===== src/rtl/fp_issue_collect.sv =====
`default_nettype none
// ============================================================================
// Module      : fp_issue_collect
// Description : Issue/collect wrapper for a fixed-latency, non-stallable
//               floating-point unit. Accepts tagged operand pairs, tracks
//               in-flight operations in a valid/tag shift pipeline matched to
//               LATENCY, captures results into a FIFO, and uses credit
//               accounting so every result always finds a free FIFO entry.
//               Optional macro FP_COLLECT_BYPASS_EN: when the FIFO is empty, a
//               result is presented combinationally in its capture cycle and,
//               if accepted, never enters the FIFO.
// Revision    : 1.0 - initial release
// ============================================================================
module fp_issue_collect #(
  parameter int LATENCY   = 1,
  parameter int TAG_WIDTH = 8,
  parameter int DEPTH     = 4
) (
  input  logic                 clk,
  input  logic                 areset,
  input  logic                 in_valid,
  output logic                 in_ready,
  input  logic [31:0]          in_a,
  input  logic [31:0]          in_b,
  input  logic [TAG_WIDTH-1:0] in_tag,
  output logic [31:0]          unit_a,
  output logic [31:0]          unit_b,
  input  logic [31:0]          unit_q,
  output logic                 out_valid,
  input  logic                 out_ready,
  output logic [31:0]          out_q,
  output logic [TAG_WIDTH-1:0] out_tag,
  output logic                 busy
);

  localparam int c_cnt_w = $clog2(DEPTH + 1);
  localparam int c_ptr_w = $clog2(DEPTH);
  localparam logic [c_cnt_w:0]   c_depth_ext = (c_cnt_w + 1)'(DEPTH);
  localparam logic [c_cnt_w-1:0] c_depth_cnt = c_cnt_w'(DEPTH);
  localparam logic [c_cnt_w-1:0] c_cnt_one   = c_cnt_w'(1);
  localparam logic [c_ptr_w-1:0] c_ptr_one   = c_ptr_w'(1);

  // In-flight tracking: one valid bit and one tag per unit pipeline stage.
  logic [LATENCY-1:0]   r_vld;
  logic [TAG_WIDTH-1:0] r_tag [LATENCY];

  // Credit counters.
  logic [c_cnt_w-1:0] r_inflight;
  logic [c_cnt_w-1:0] r_occ;

  // Result FIFO storage and pointers; DEPTH is a power of two so the
  // pointers wrap naturally.
  logic [31:0]          r_mem_q   [DEPTH];
  logic [TAG_WIDTH-1:0] r_mem_tag [DEPTH];
  logic [c_ptr_w-1:0]   r_wr_ptr;
  logic [c_ptr_w-1:0]   r_rd_ptr;

  logic               w_fire_in;
  logic               w_capture;
  logic               w_push;
  logic               w_pop;
  logic               w_occ_nz;
  logic [c_cnt_w:0]   w_credit_used;

  assign unit_a = in_a;
  assign unit_b = in_b;

  // Credits come from registered counters only, so in_ready never depends
  // combinationally on in_valid or out_ready.
  assign w_credit_used = {1'b0, r_inflight} + {1'b0, r_occ};
  assign in_ready      = w_credit_used < c_depth_ext;
  assign w_fire_in     = in_valid & in_ready;
  assign w_capture     = r_vld[LATENCY-1];
  assign w_occ_nz      = (r_occ != '0);
  assign w_pop         = w_occ_nz & out_ready;
  assign busy          = (r_inflight != '0) | w_occ_nz;

`ifdef FP_COLLECT_BYPASS_EN
  logic w_bypass_show;
  assign w_bypass_show = w_capture & ~w_occ_nz;
  // A bypassed result that is taken immediately skips the FIFO entirely.
  assign w_push        = w_capture & ~(w_bypass_show & out_ready);
  assign out_valid     = w_occ_nz | w_bypass_show;

  // Output mux: FIFO head when non-empty, otherwise the live unit result.
  always_comb begin
    out_q   = '0;
    out_tag = '0;
    if (w_occ_nz) begin
      out_q   = r_mem_q[r_rd_ptr];
      out_tag = r_mem_tag[r_rd_ptr];
    end else if (w_bypass_show) begin
      out_q   = unit_q;
      out_tag = r_tag[LATENCY-1];
    end
  end
`else
  assign w_push    = w_capture;
  assign out_valid = w_occ_nz;

  // Output mux: FIFO head, forced to zero while empty so reset state is clean.
  always_comb begin
    out_q   = '0;
    out_tag = '0;
    if (w_occ_nz) begin
      out_q   = r_mem_q[r_rd_ptr];
      out_tag = r_mem_tag[r_rd_ptr];
    end
  end
`endif

  // Valid shift pipeline; clearing it on reset discards results in flight.
  always_ff @(posedge clk) begin
    if (areset) begin
      r_vld <= '0;
    end else begin
      r_vld[0] <= w_fire_in;
      for (int i = 1; i < LATENCY; i++) begin
        r_vld[i] <= r_vld[i-1];
      end
    end
  end

  // Tag shift pipeline; tags are only meaningful where the valid bit is set.
  always_ff @(posedge clk) begin
    r_tag[0] <= in_tag;
    for (int i = 1; i < LATENCY; i++) begin
      r_tag[i] <= r_tag[i-1];
    end
  end

  // In-flight counter: +1 on accept, -1 on capture.
  always_ff @(posedge clk) begin
    if (areset) begin
      r_inflight <= '0;
    end else if (w_fire_in & ~w_capture) begin
      r_inflight <= r_inflight + c_cnt_one;
    end else if (~w_fire_in & w_capture) begin
      r_inflight <= r_inflight - c_cnt_one;
    end
  end

  // Occupancy counter: +1 on FIFO write, -1 on FIFO pop.
  always_ff @(posedge clk) begin
    if (areset) begin
      r_occ <= '0;
    end else if (w_push & ~w_pop) begin
      r_occ <= r_occ + c_cnt_one;
    end else if (~w_push & w_pop) begin
      r_occ <= r_occ - c_cnt_one;
    end
  end

  // FIFO pointers.
  always_ff @(posedge clk) begin
    if (areset) begin
      r_wr_ptr <= '0;
      r_rd_ptr <= '0;
    end else begin
      if (w_push) r_wr_ptr <= r_wr_ptr + c_ptr_one;
      if (w_pop)  r_rd_ptr <= r_rd_ptr + c_ptr_one;
    end
  end

  // FIFO storage write of the captured result and its tag.
  always_ff @(posedge clk) begin
    if (w_push) begin
      r_mem_q[r_wr_ptr]   <= unit_q;
      r_mem_tag[r_wr_ptr] <= r_tag[LATENCY-1];
    end
  end

`ifndef SYNTHESIS
  // Credits guarantee a capture never meets a full FIFO.
  a_no_capture_on_full: assert property (
    @(posedge clk) disable iff (areset) w_capture |-> (r_occ != c_depth_cnt));
`endif

endmodule
`default_nettype wire


===== config.mk =====
export PLATFORM = sky130hd
export DESIGN_NAME = fp_issue_collect
export DESIGN_NICKNAME = d
export VERILOG_FILES = /design/src/rtl/fp_issue_collect.sv
export SDC_FILE = /design/constraint.sdc
export NUM_CORES = 1
export LEC_CHECK = 0
export CORE_MARGIN = 1
export CORE_UTILIZATION = 38
export CTS_BUF_LIST = sky130_fd_sc_hd__clkbuf_8
export DETAILED_ROUTE_END_ITERATION = 6
export GPL_ROUTABILITY_DRIVEN = 1
export PLACE_DENSITY_LB_ADDON = 0.08
export SLEW_MARGIN = 10
export SYNTH_ARGS = -nofsm -noshare
export SYNTH_HDL_FRONTEND = slang
export SYNTH_SLANG_ARGS = --single-unit

===== constraint.sdc =====
create_clock -name clk -period 2.6 [get_ports clk]
set_clock_uncertainty 0.2 [all_clocks]
set_input_delay 0.78 -clock clk [delete_from_list [all_inputs] [get_ports clk]]
set_output_delay 0.78 -clock clk [all_outputs]
set_load 0.005 [all_outputs]

==> impl_metrics.json <==
{
  "synthTopCellsByArea": "edfxtp_1 (65%), mux4_2 (12%), buf_4 (6.5%)",
  "cp_cell_sequence": "buf_12 > buf_12 > buf_6 > mux4_2 > and2_4 > buf_6",
  "grt.total_usage_pct": 15.6,
  "cpMaxStageDelayCell": "mux4_2",
  "power_frac_comb_pct": 40.0,
  "vias": 3432,
  "slowest_delay_ps": 490,
  "root_buffer": "clkbuf_8",
  "start_util_pct": 39.1,
  "fillCellCount": 1633,
  "arrival_ps": 1930,
  "place.gp.congestion": 0.753,
  "violations": "setup timing",
  "cts_buffers": 17,
  "switching_power_w": 0.00251,
  "ant_nets": 0,
  "utilization_pct": 47.3,
  "fin_crit_sh_pct": 112,
  "yosysUniqueCellTypes": 26,
  "dieArea_um2": 20000,
  "n_antenna_cell": 0,
  "nets": 577,
  "seq_power_share_pct": 38.8,
  "ys.flop_type": "edfxtp_1",
  "tritoncts": "built",
  "yosys.area.top_type": "edfxtp_1",
  "peakVddDrop_v": 0.000539,
  "slew_headroom_pct": 64.8,
  "cp_num_buf_inv": 4,
  "netlist.area_leader.share_pct": 65.0,
  "finalHoldViolCount": 0,
  "p_clk_share_pct": 21.2,
  "grt_first_pass_wirelength_um": 21900,
  "routed_wl_um": 14800,
  "end_kind": "primary output",
  "grt_pass1_vias": 3660,
  "cts_buffer_depth": 2,
  "status": "complete, but fails checks",
  "grt-ovfl-total": 0,
  "synthesis.nets": 510,
  "cp_top_family": "multiplexers",
  "max_cap_violations": 0,
  "synth_warnings": 0,
  "detail_route.wl_per_cell_um": 20.3,
  "total_power_w": 0.00918,
  "hold_buffers": 0,
  "timing.final.ws_setup_ps": -311,
  "htree_levels": 4,
  "path_class": "flop to primary output",
  "cellPowerDensity_nw_per_um2": 1030,
  "core_um2": 18900,
  "design_area_um2": 8940,
  "clkTransAtPathRegs_ps": 90,
  "drcViolationCount": 0,
  "swShare_pct": 27.3,
  "cp-start-kind": "flop",
  "synth_most_common_cell": "edfxtp_1",
  "rows": 50,
  "hp-start": "r_tag[0][7]",
  "async_flop_share_pct": 0,
  "drive_above_1_share_pct": 40.3,
  "rsz0062_at_grt": "true",
  "ys_seq_area_share_pct": 70.7,
  "drt-initial-drc-count": 155,
  "reg2reg_from": "r_inflight[2]",
  "worstSkewPairLatency_ps": 450,
  "syn_inst": 392,
  "setup_viol": 42,
  "hp-class": "flop to flop",
  "port_buffers": 86,
  "critPathMaxFanout": 5,
  "synth_edf_count": 160,
  "grt_max_degree": 32,
  "dr.pass1.iters": 4,
  "period_minus_slack_ps": 2910,
  "hold_slack_ps": 289,
  "die_y_um": 141,
  "synth_seq_cells": 181,
  "viasPerCell": 4.69,
  "detailed_place_hpwl_um": 9330,
  "syn_avg_cell_area_um2": 18.8,
  "max_slew.worst_pin.slew_ps": 521,
  "leakage_nw": 3.07,
  "tns_ps": -9010,
  "die_x_um": 141,
  "antenna_found_initial": 0,
  "fmax_ghz": 0.344,
  "io_pins": 215,
  "synth_area_um2": 7390,
  "required_ps": 1620,
  "dpl-instance-area_um2": 8240,
  "p_int_w": 0.00668,
  "synth_common_cells": "edfxtp_1 (160), buf_4 (64), and2_1 (45)",
  "areaGrowthSynthToFinish_pct": 21.0,
  "cts_sinks": 181,
  "slew_viol_final": 0
}
repair_timing:
| item | 4_1_cts | 5_1_grt |
|---|---|---|
| setup endpoints to repair | 44 | 43 |
| pin swaps | 37 | 5 |
| buffers inserted | 12 | 3 |
| resized for setup | 232 | 15 |
| cloned | 4 | 0 |
cell usage in the layout, fill, tap and decap left out, drive strengths merged, types with 5 or more instances in the layout:
cell           netlist  routed
edfxtp             160     160
buf                 73      81
and2                45      45
clkdlybuf4s50        0      43
mux4                40      40
dfxtp               21      21
clkbuf               5      18
inv                  5      10
nor2                 9       9
ha                   8       8
xor2                 6       6
clkinv               0       5
cell families after synthesis:
group | share of synthesized area (%)
flops | 70.7
buf+inv | 8.52
simple gates | 4.93
mux | 12.6
fa+ha+maj | 1.90
xor+xnor | 0.830
compound gates | 0.491
layer usage:
metal / part of all wire, % / global-route usage [%] / up-vias
met5: 0 / 0 / -
met1: 39 / 17.7 / 1744
met2: 54 / 27.9 / 87
met3: 4.5 / 3.41 / 46
li1: - / - / 1555
met4: 2.5 / 7.75 / 0
area by class of cell:
class | instances | area (um^2) | share of cell area (%)
clock buffers | 17 | 234 | 2.62
clock inverters | 15 | 175 | 1.96
inverters | 5 | 18.8 | 0.210
multi-input cells | 128 | 1630 | 18.3
flip-flops and latches | 181 | 5230 | 58.5
well taps | 260 | 325 | 3.64
repair buffers | 126 | 1320 | 14.8
power groups by stage:
stage / clock network (W) / registers [W] / logic, W
after CTS: 0.00200 / 0.00356 / 0.00364
after detailed placement: 0 / 0.00364 / 0.00299
after floorplan: 0 / 0.00359 / 0.00161
after global routing: 0.00210 / 0.00359 / 0.00399
after global placement: 0 / 0.00363 / 0.00297
final: 0.00195 / 0.00356 / 0.00368
worst reg2reg max path, cell delays in order (launching register included):
cell and delay [ps]:
dfxtp_1 450, ha_4 250, nor3_4 160, and3_1 190, ha_1 170, inv_1 60
fa_1 380, xor2_1 160, or3_1 300, a21oi_1 140
flip-flops by register name (all words and copies together) (netlist names), named ones only:
register / cells
r_tag: 8
r_mem_tag: 32
r_rd_ptr: 2
r_mem_q: 128
r_inflight: 3
r_wr_ptr: 2
r_vld: 1
r_occ: 3
final timing paths:
check | cells after the start | slack (ps) | end
max | 6 | -310 | out_q[30]
min | 0 | 290 | r_mem_tag[0][7]
max reg2reg | 9 | 100 | r_inflight[2]
min reg2reg | 0 | 290 | r_mem_tag[0][7]
metrics by stage:
step	instances	setup WS, ps
after floorplan	392	233
after detailed placement	684	-258
after global routing	732	-386
after global placement	684	-198
after CTS	732	-366
final	732	-311
No activity file was read; power rests on OpenSTA's default activity.
